[src/rtl/amp_pkg.sv]
// Shared types and helpers for the PWM amplifier voice driver.
package amp_pkg;

  typedef enum logic [1:0] {OFF, WAKE, RUN, MUTE} amp_state_e;

  localparam int PWM_W_DEF = 8;
  localparam int PWM_MAX   = (1 << PWM_W_DEF) - 1;

  function automatic int unsigned sat_mul(input int unsigned a,
                                          input int unsigned b,
                                          input int unsigned max_val);
    int unsigned p;
    p = a * b;
    return (p > max_val) ? max_val : p;
  endfunction

endpackage

[src/rtl/amp_voice_driver_if.sv]
// Key-decoder side controls and amplifier pins of the voice driver.
interface amp_voice_driver_if #(
  parameter int NUM_VOICES = 4,
  parameter int DIV_W      = 20,
  parameter int VOL_W      = 4
);
  logic [NUM_VOICES-1:0]       voice_en;
  logic [NUM_VOICES*DIV_W-1:0] voice_div;
  logic [VOL_W-1:0]            volume;
  logic                        gain_sel;
  logic                        amp_enable;
  logic                        ready;
  logic                        AIN;
  logic                        GAIN;
  logic                        NC;
  logic                        ACTIVE;

  modport master (
    output voice_en, voice_div, volume, gain_sel, amp_enable,
    input  ready, AIN, GAIN, NC, ACTIVE
  );

  modport slave (
    input  voice_en, voice_div, volume, gain_sel, amp_enable,
    output ready, AIN, GAIN, NC, ACTIVE
  );
endinterface

[src/rtl/amp_voice_osc.sv]
// Square-wave tone oscillator: toggles sq every div cycles (period 2*div).
module amp_voice_osc #(
  parameter int DIV_W = 20
) (
  input  logic             clk,
  input  logic             rst,
  input  logic             en,
  input  logic [DIV_W-1:0] div,
  output logic             sq
);

  logic [DIV_W-1:0] cnt;

  // >= so a divider lowered mid-count wraps on the next cycle
  always_ff @(posedge clk or posedge rst) begin
    if (rst) begin
      cnt <= '0;
      sq  <= 1'b0;
    end else if (!en || div == '0) begin
      cnt <= '0;
      sq  <= 1'b0;
    end else if (cnt >= div - 1'b1) begin
      cnt <= '0;
      sq  <= ~sq;
    end else begin
      cnt <= cnt + 1'b1;
    end
  end

endmodule

[src/rtl/amp_voice_driver.sv]
// Tone mixer, PWM modulator and amplifier power sequencer.
// Define SOFT_MUTE_EN to ramp the volume down in MUTE instead of a 1-cycle cut.
module amp_voice_driver
  import amp_pkg::*;
#(
  parameter int NUM_VOICES  = 4,
  parameter int DIV_W       = 20,
  parameter int VOL_W       = 4,
  parameter int PWM_W       = PWM_W_DEF,
  parameter int WAKE_CYCLES = 1000,
  parameter int RAMP_DIV    = 256
) (
  input  logic              clk,
  input  logic              rst,
  amp_voice_driver_if.slave bus
);

  localparam int NSUM_W  = $clog2(NUM_VOICES + 1);
  localparam int LVL_MAX = (1 << PWM_W) - 1;
  localparam int WAKE_W  = $clog2(WAKE_CYCLES + 1);

  amp_state_e              state, state_nxt;
  logic [WAKE_W-1:0]       wake_cnt, wake_nxt;
  logic [VOL_W-1:0]        vol_eff, vol_nxt, vol_use;
  logic [NUM_VOICES-1:0]   sq_p0;
  logic [NSUM_W-1:0]       nsum_p0;
  logic [PWM_W-1:0]        level_p0;
  logic [PWM_W-1:0]        duty_p1, duty_eff;
  logic [PWM_W-1:0]        pwm_cnt;
  logic                    ain_p2;
  logic                    gain_q;

  // Stage 0: oscillators and mixer
  for (genvar i = 0; i < NUM_VOICES; i++) begin : g_voice
    amp_voice_osc #(.DIV_W(DIV_W)) u_osc (
      .clk (clk),
      .rst (rst),
      .en  (bus.voice_en[i]),
      .div (bus.voice_div[i*DIV_W +: DIV_W]),
      .sq  (sq_p0[i])
    );
  end

  assign vol_use  = (state == RUN) ? bus.volume : vol_eff;
  assign nsum_p0  = NSUM_W'($countones(sq_p0));
  assign level_p0 = PWM_W'(sat_mul(32'(nsum_p0), 32'(vol_use), 32'(LVL_MAX)));

`ifdef SOFT_MUTE_EN
  localparam int RAMP_W = $clog2(RAMP_DIV + 1);
  logic [RAMP_W-1:0] ramp_cnt, ramp_nxt;

  always_ff @(posedge clk or posedge rst) begin
    if (rst) ramp_cnt <= '0;
    else     ramp_cnt <= ramp_nxt;
  end

  assign duty_eff = duty_p1;
`else
  logic unused_ramp;
  assign unused_ramp = (RAMP_DIV > 0);
  assign duty_eff    = (state == MUTE) ? '0 : duty_p1;
`endif

  // Stage 1: duty latched only at frame end; stage 2: registered AIN
  always_ff @(posedge clk or posedge rst) begin
    if (rst) begin
      pwm_cnt <= '0;
      duty_p1 <= '0;
      ain_p2  <= 1'b0;
      gain_q  <= 1'b1;
    end else begin
      pwm_cnt <= pwm_cnt + 1'b1;
      if (&pwm_cnt) duty_p1 <= level_p0;
      ain_p2  <= (state == RUN || state == MUTE) && (pwm_cnt < duty_eff);
      if (state == OFF) gain_q <= bus.gain_sel;
    end
  end

  always_ff @(posedge clk or posedge rst) begin
    if (rst) begin
      state    <= OFF;
      wake_cnt <= '0;
      vol_eff  <= '0;
    end else begin
      state    <= state_nxt;
      wake_cnt <= wake_nxt;
      vol_eff  <= vol_nxt;
    end
  end

  always_comb begin
    state_nxt = state;
    wake_nxt  = wake_cnt;
    vol_nxt   = vol_eff;
`ifdef SOFT_MUTE_EN
    ramp_nxt  = ramp_cnt;
`endif
    unique case (state)
      OFF: begin
        vol_nxt = '0;
        if (bus.amp_enable) begin
          state_nxt = WAKE;
          wake_nxt  = '0;
        end
      end
      WAKE: begin
        if (!bus.amp_enable)                            state_nxt = OFF;
        else if (wake_cnt == WAKE_W'(WAKE_CYCLES - 1))  state_nxt = RUN;
        else                                            wake_nxt  = wake_cnt + 1'b1;
      end
      RUN: begin
        vol_nxt = bus.volume;
        if (!bus.amp_enable) begin
          state_nxt = MUTE;
`ifdef SOFT_MUTE_EN
          ramp_nxt  = '0;
`endif
        end
      end
      MUTE: begin
        // A reasserted enable outranks ramp completion
        if (bus.amp_enable) begin
          state_nxt = RUN;
          vol_nxt   = bus.volume;
        end
`ifdef SOFT_MUTE_EN
        else if (vol_eff == '0) begin
          state_nxt = OFF;
        end else if (ramp_cnt == RAMP_W'(RAMP_DIV - 1)) begin
          ramp_nxt = '0;
          vol_nxt  = vol_eff - 1'b1;
          if (vol_eff == VOL_W'(1)) state_nxt = OFF;
        end else begin
          ramp_nxt = ramp_cnt + 1'b1;
        end
`else
        else begin
          state_nxt = OFF;
          vol_nxt   = '0;
        end
`endif
      end
      default: state_nxt = OFF;
    endcase
  end

  assign bus.AIN    = ain_p2;
  assign bus.GAIN   = gain_q;
  assign bus.NC     = 1'b0;
  assign bus.ACTIVE = (state != OFF);
  assign bus.ready  = (state == RUN);

endmodule

[src/flat_wrapper.sv]
// flat-port wrapper written by rule: the top's interface ports become plain ports
module amp_voice_driver_flat import amp_pkg::*;
#(
  parameter int NUM_VOICES  = 4,
  parameter int DIV_W       = 20,
  parameter int VOL_W       = 4,
  parameter int PWM_W       = PWM_W_DEF,
  parameter int WAKE_CYCLES = 1000,
  parameter int RAMP_DIV    = 256
)
  (clk, rst, bus_voice_en, bus_voice_div, bus_volume, bus_gain_sel, bus_amp_enable, bus_ready, bus_AIN, bus_GAIN, bus_NC, bus_ACTIVE);
  amp_voice_driver_if #(.NUM_VOICES(NUM_VOICES), .DIV_W(DIV_W), .VOL_W(VOL_W)) bus_i ();
  input  logic clk;
  input  logic rst;
  input wire logic [$bits(bus_i.voice_en)-1:0] bus_voice_en;
  input wire logic [$bits(bus_i.voice_div)-1:0] bus_voice_div;
  input wire logic [$bits(bus_i.volume)-1:0] bus_volume;
  input wire logic [$bits(bus_i.gain_sel)-1:0] bus_gain_sel;
  input wire logic [$bits(bus_i.amp_enable)-1:0] bus_amp_enable;
  output wire logic [$bits(bus_i.ready)-1:0] bus_ready;
  output wire logic [$bits(bus_i.AIN)-1:0] bus_AIN;
  output wire logic [$bits(bus_i.GAIN)-1:0] bus_GAIN;
  output wire logic [$bits(bus_i.NC)-1:0] bus_NC;
  output wire logic [$bits(bus_i.ACTIVE)-1:0] bus_ACTIVE;
  assign bus_i.voice_en = bus_voice_en;
  assign bus_i.voice_div = bus_voice_div;
  assign bus_i.volume = bus_volume;
  assign bus_i.gain_sel = bus_gain_sel;
  assign bus_i.amp_enable = bus_amp_enable;
  assign bus_ready = bus_i.ready;
  assign bus_AIN = bus_i.AIN;
  assign bus_GAIN = bus_i.GAIN;
  assign bus_NC = bus_i.NC;
  assign bus_ACTIVE = bus_i.ACTIVE;
  amp_voice_driver #(.NUM_VOICES(NUM_VOICES), .DIV_W(DIV_W), .VOL_W(VOL_W), .PWM_W(PWM_W), .WAKE_CYCLES(WAKE_CYCLES), .RAMP_DIV(RAMP_DIV)) u_core (.clk(clk), .rst(rst), .bus(bus_i));
endmodule
[config.mk]
export PLATFORM = sky130hd
export DESIGN_NAME = amp_voice_driver_flat
export DESIGN_NICKNAME = d
export VERILOG_FILES = /design/src/rtl/amp_pkg.sv /design/src/rtl/amp_voice_driver_if.sv /design/src/rtl/amp_voice_osc.sv /design/src/rtl/amp_voice_driver.sv /design/src/flat_wrapper.sv
export SDC_FILE = /design/constraint.sdc
export NUM_CORES = 1
export LEC_CHECK = 0
export BUFFER_PORTS_ARGS = -buffer_cell sky130_fd_sc_hd__buf_2
export CORE_ASPECT_RATIO = 1.4
export CORE_MARGIN = 3
export CORE_UTILIZATION = 55
export CTS_BUF_LIST = sky130_fd_sc_hd__clkbuf_4 sky130_fd_sc_hd__clkbuf_8 sky130_fd_sc_hd__clkbuf_16
export DETAILED_ROUTE_END_ITERATION = 7
export GPL_TIMING_DRIVEN = 0
export PLACE_DENSITY_LB_ADDON = 0.08
export SYNTH_ARGS = -nofsm -noshare
export SYNTH_HDL_FRONTEND = slang
export SYNTH_HIERARCHICAL = 1
export SYNTH_SLANG_ARGS = --single-unit
[constraint.sdc]
create_clock -name clk -period 3.39 [get_ports clk]
set_input_delay 0.678 -clock clk [delete_from_list [all_inputs] [get_ports clk]]
set_output_delay 0.678 -clock clk [all_outputs]
set_load 0.02 [all_outputs]
==> impl_metrics.csv <==
group,metric,value,unit
run_status,status,"complete, but fails checks",
run_status,violations,"setup timing",
yosys,synth-simple-area-share,0.2507,
yosys,async_flop_share,1.000,
worst_setup_path,startpoint,"bus_voice_div[73]",
clocking,ctsLongestPathBuffers,2,
yosys,ys_seq_area_frac,0.3205,
yosys,synthCells,1008,
global_routing,grt_first_pass_wirelength,32.46,mm
power,p_leak,5.151,nW
floorplan,die_w,114.9,µm
detailed_routing,vias,7546,
layout,diodes,0,
sta,rsz0062_at_grt,"yes",
floorplan,core-area,0.01624,mm²
yosys,ys_warn_count,6,
layout,fin_nets,1358,
layout,drive_above_1_share,0.2755,
worst_setup_path,start_kind,"input pin",
clocking,cts_root_buf,"clkbuf_16",
global_routing,gr-usage-all-layers,0.2195,
sta,timing.fmax,280.9,MHz
yosys,synth_top_cells_by_area,"dfrtp_1 32%, ha_1 15%, xnor2_1 7.4%, xor2_1 7.0%, nor2_1 4.8%",
sta,hold_viol_final,0,
power,ir_drop,0.0002722,V
run,drv_cap,0,
placement,place_congestion,0.8539,
yosys,syn_nets,1212,
worst_setup_path,reg2reg_to,"u_core/duty_p1[5]$_DFFE_PP0P_",
layout,synthToLayoutAreaGrowth,25.23,%
layout,postLayoutCellArea,0.01144,mm²
detailed_routing,wl_per_cell,15.03,µm
floorplan,core.rowCount,55,
yosys,synth-main-ff-cell,"dfrtp_1",
clocking,clock_latency,420,ps
detailed_routing,drc,0,
global_routing,grt_start_max_net_pins,34,
worst_setup_path,setup.worst_path.end,"u_core/g_voice[3].u_osc/cnt[19]$_DFF_PP0_",
sta,setup_ws,-169.7,ps
worst_setup_path,regToRegSetupSlack,170,ps
yosys,synth-compound-area-share,0.08338,
sta,worstMarginPinSlew,821.0,ps
floorplan,die_h,158.5,µm
sta,period_share,1.050,
detailed_routing,drt_iter0_markers,319,
yosys,synth_top_area_share,0.3176,
sta,fin_skew,11.28,ps
detailed_routing,drt_wl_total,20.51,mm
clocking,path_clk_slew,60,ps
yosys,synth_area,0.009139,mm²
sta,finalCriticalPeriod,3560,ps
yosys,synth_edf_count,0,
placement,dp_hpwl,14.65,mm
yosys,yosysUniqueCellTypes,64,
yosys,synthAdderAreaFrac,0.1566,
layout,nFillCells,1311,
global_routing,antenna_found_initial,0,
placement,pre_cts_slack,-573.1,ps
placement,place_area,0.009901,mm²
yosys,synth_top_family_by_area,"simple AND/OR/NAND/NOR gates",
floorplan,dieArea,0.01822,mm²
yosys,yosysTopAreaCell,"dfrtp_1",
detailed_routing,viasPerCell,5.532,
floorplan,start_util,0.5627,
clocking,numCtsBuffers,17,
yosys,synth.avg_cell_area,9.066,µm²
global_routing,grt-ovfl-total,0,
worst_setup_path,reg2reg_from,"u_core/g_voice[0].u_osc/sq$_DFFE_PP0P_",
floorplan,ios,97,
sta,tns,-6031,ps
clocking,cts_hold_buf,0,
power,p_per_area,328.0,mW/mm²
clocking,cts_tree,"built",
sta,slew_viol_final,0,
worst_setup_path,cp.arrival,3910,ps
yosys,ys_seq_elements,117,
worst_setup_path,reg2reg_depth,11,
placement,port_buffers,95,
worst_setup_path,crit_required,3740,ps
yosys,netlist_top_cells_count,"118 x nor2_1, 116 x dfrtp_1, 108 x ha_1",
global_routing,grt_pass1_vias,7107,
hold_path,hold_path.class,"input pin to asynchronous set/reset pin",
yosys,synth_mux_area_frac,0.01369,
worst_setup_path,crit_type,"input pin to register",
worst_setup_path,path_max_fanout,5,
yosys,synth-xor-area-share,0.1438,
worst_setup_path,endpoint_kind,"register",
yosys,post-synth-top-count-cell,"nor2_1",
sta,setup_viol,68,
clocking,clock_sinks,117,
detailed_routing,drt-pass1-iter-count,4,
clocking,ctsHtreeMaxLevel,4,
detailed_routing,ant_nets,0,
sta,relSlewSlack,0.4521,
## area by class of cell
class	count	area, µm²	area share
well taps	199	249.0	0.02176
flip-flops and latches	117	2929	0.2559
plain buffers	23	190.2	0.01662
clock buffers	26	524.3	0.04581
multi-input cells	834	6525	0.5701
repair buffers	127	854.6	0.07467
inverters	34	127.6	0.01115
clock inverters	4	45.04	0.003936
## state kept, by name (all words and copies together), names as in the netlist, named ones only
| register | flops |
|---|---|
| u_core/duty_p1 | 7 |
| u_core/pwm_cnt | 8 |
| u_core/bus.GAIN | 1 |
| u_core/state | 1 |
| u_core/vol_eff | 4 |
| u_core/g_voice.u_osc/cnt | 80 |
| u_core/bus.AIN | 1 |
| u_core/wake_cnt | 10 |
| u_core/g_voice.u_osc/sq | 4 |
## placed cells by master (no fill, tap or decap), drive strengths merged, types with 5 or more instances in the layout
| cell | n |
|---|---|
| a21oi | 44 |
| a21o | 14 |
| or4 | 8 |
| nor3 | 37 |
| mux2 | 6 |
| nand4 | 24 |
| nand2b | 11 |
| and3 | 24 |
| and2 | 8 |
| xnor2 | 77 |
| mux2i | 5 |
| o21ai | 33 |
| xor2 | 73 |
| or2 | 7 |
| clkbuf | 37 |
| inv | 33 |
| or3 | 10 |
| and4 | 5 |
| nand2 | 107 |
| dfrtp | 116 |
| nand3 | 43 |
| nor2 | 118 |
| buf | 139 |
| nor4 | 19 |
| a22o | 8 |
| ha | 108 |
| nor2b | 7 |
## logic make-up (layout without fill, tap and decap cells)
logic type                 count (synthesis)  in the layout
muxes                                     11             11
other                                      1              1
xor gates and xnor gates                 150            150
adders and majority gates                112            112
AOI/OAI and AO/OA                        120            120
buffers and inverters                     57            214
DFF                                      117            117
and+or+nand+nor                          440            440
## stage by stage
stage | power, W | utilization | hold slack (ps) | cells
2_1_floorplan | 0.001797 | - | 451.6 | 1008
3_3_place_gp | 0.001959 | 0.6096 | 462.3 | 1302
3_5_place_dp | 0.001972 | 0.6096 | 473.2 | 1302
4_1_cts | 0.003730 | 0.6643 | 482.8 | 1353
5_1_grt | 0.003923 | 0.7047 | 362.2 | 1364
6_report | 0.003754 | 0.7047 | 342.1 | 1364
## per-layer routing
metal	GRT usage	vias up	routed length, µm
met3	0.04221	21	516
met5	0	-	0
li1	-	3823	-
met1	0.2729	3606	8876
met2	0.3888	96	10840
met4	0.05817	0	272
## what timing repair did
action,CTS,global route
cloned,5,3
pin swaps,43,50
buffers inserted,16,7
gates resized for setup,50,133
setup endpoints to repair,63,84
## how the worst min path moves through the flow
stage	end	slack, ps	depth (start not counted)
after floorplan	u_core/duty_p1[3]$_DFFE_PP0P_	450	2
after global placement	u_core/duty_p1[4]$_DFFE_PP0P_	460	2
after detailed placement	u_core/duty_p1[4]$_DFFE_PP0P_	470	2
after CTS	u_core/bus.GAIN$_DFFE_PP1P_	480	2
after global routing	u_core/wake_cnt[2]$_DFFE_PP0P_	360	2
final	u_core/wake_cnt[2]$_DFFE_PP0P_	340	2
## worst max-delay path: stages
cell      delay, ps
buf_6            90
or4_4           530
or4_4           440
or3_4           370
xor2_2          150
ha_1            290
a21o_1          180
a21o_1          170
a22o_1          190
a311oi_2        310
nand3_2         210
buf_6           200
a21oi_2         100
## where the power goes
part | total [W] | switching, W | internal (W)
Sequential | 0.00151 | 0.0000657 | 0.00145
Combinational | 0.000516 | 0.000285 | 0.000232
Clock | 0.00173 | 0.000602 | 0.00112
Total | 0.00375 | 0.000953 | 0.00280
Note: power is estimated with default switching activity, not from simulation.
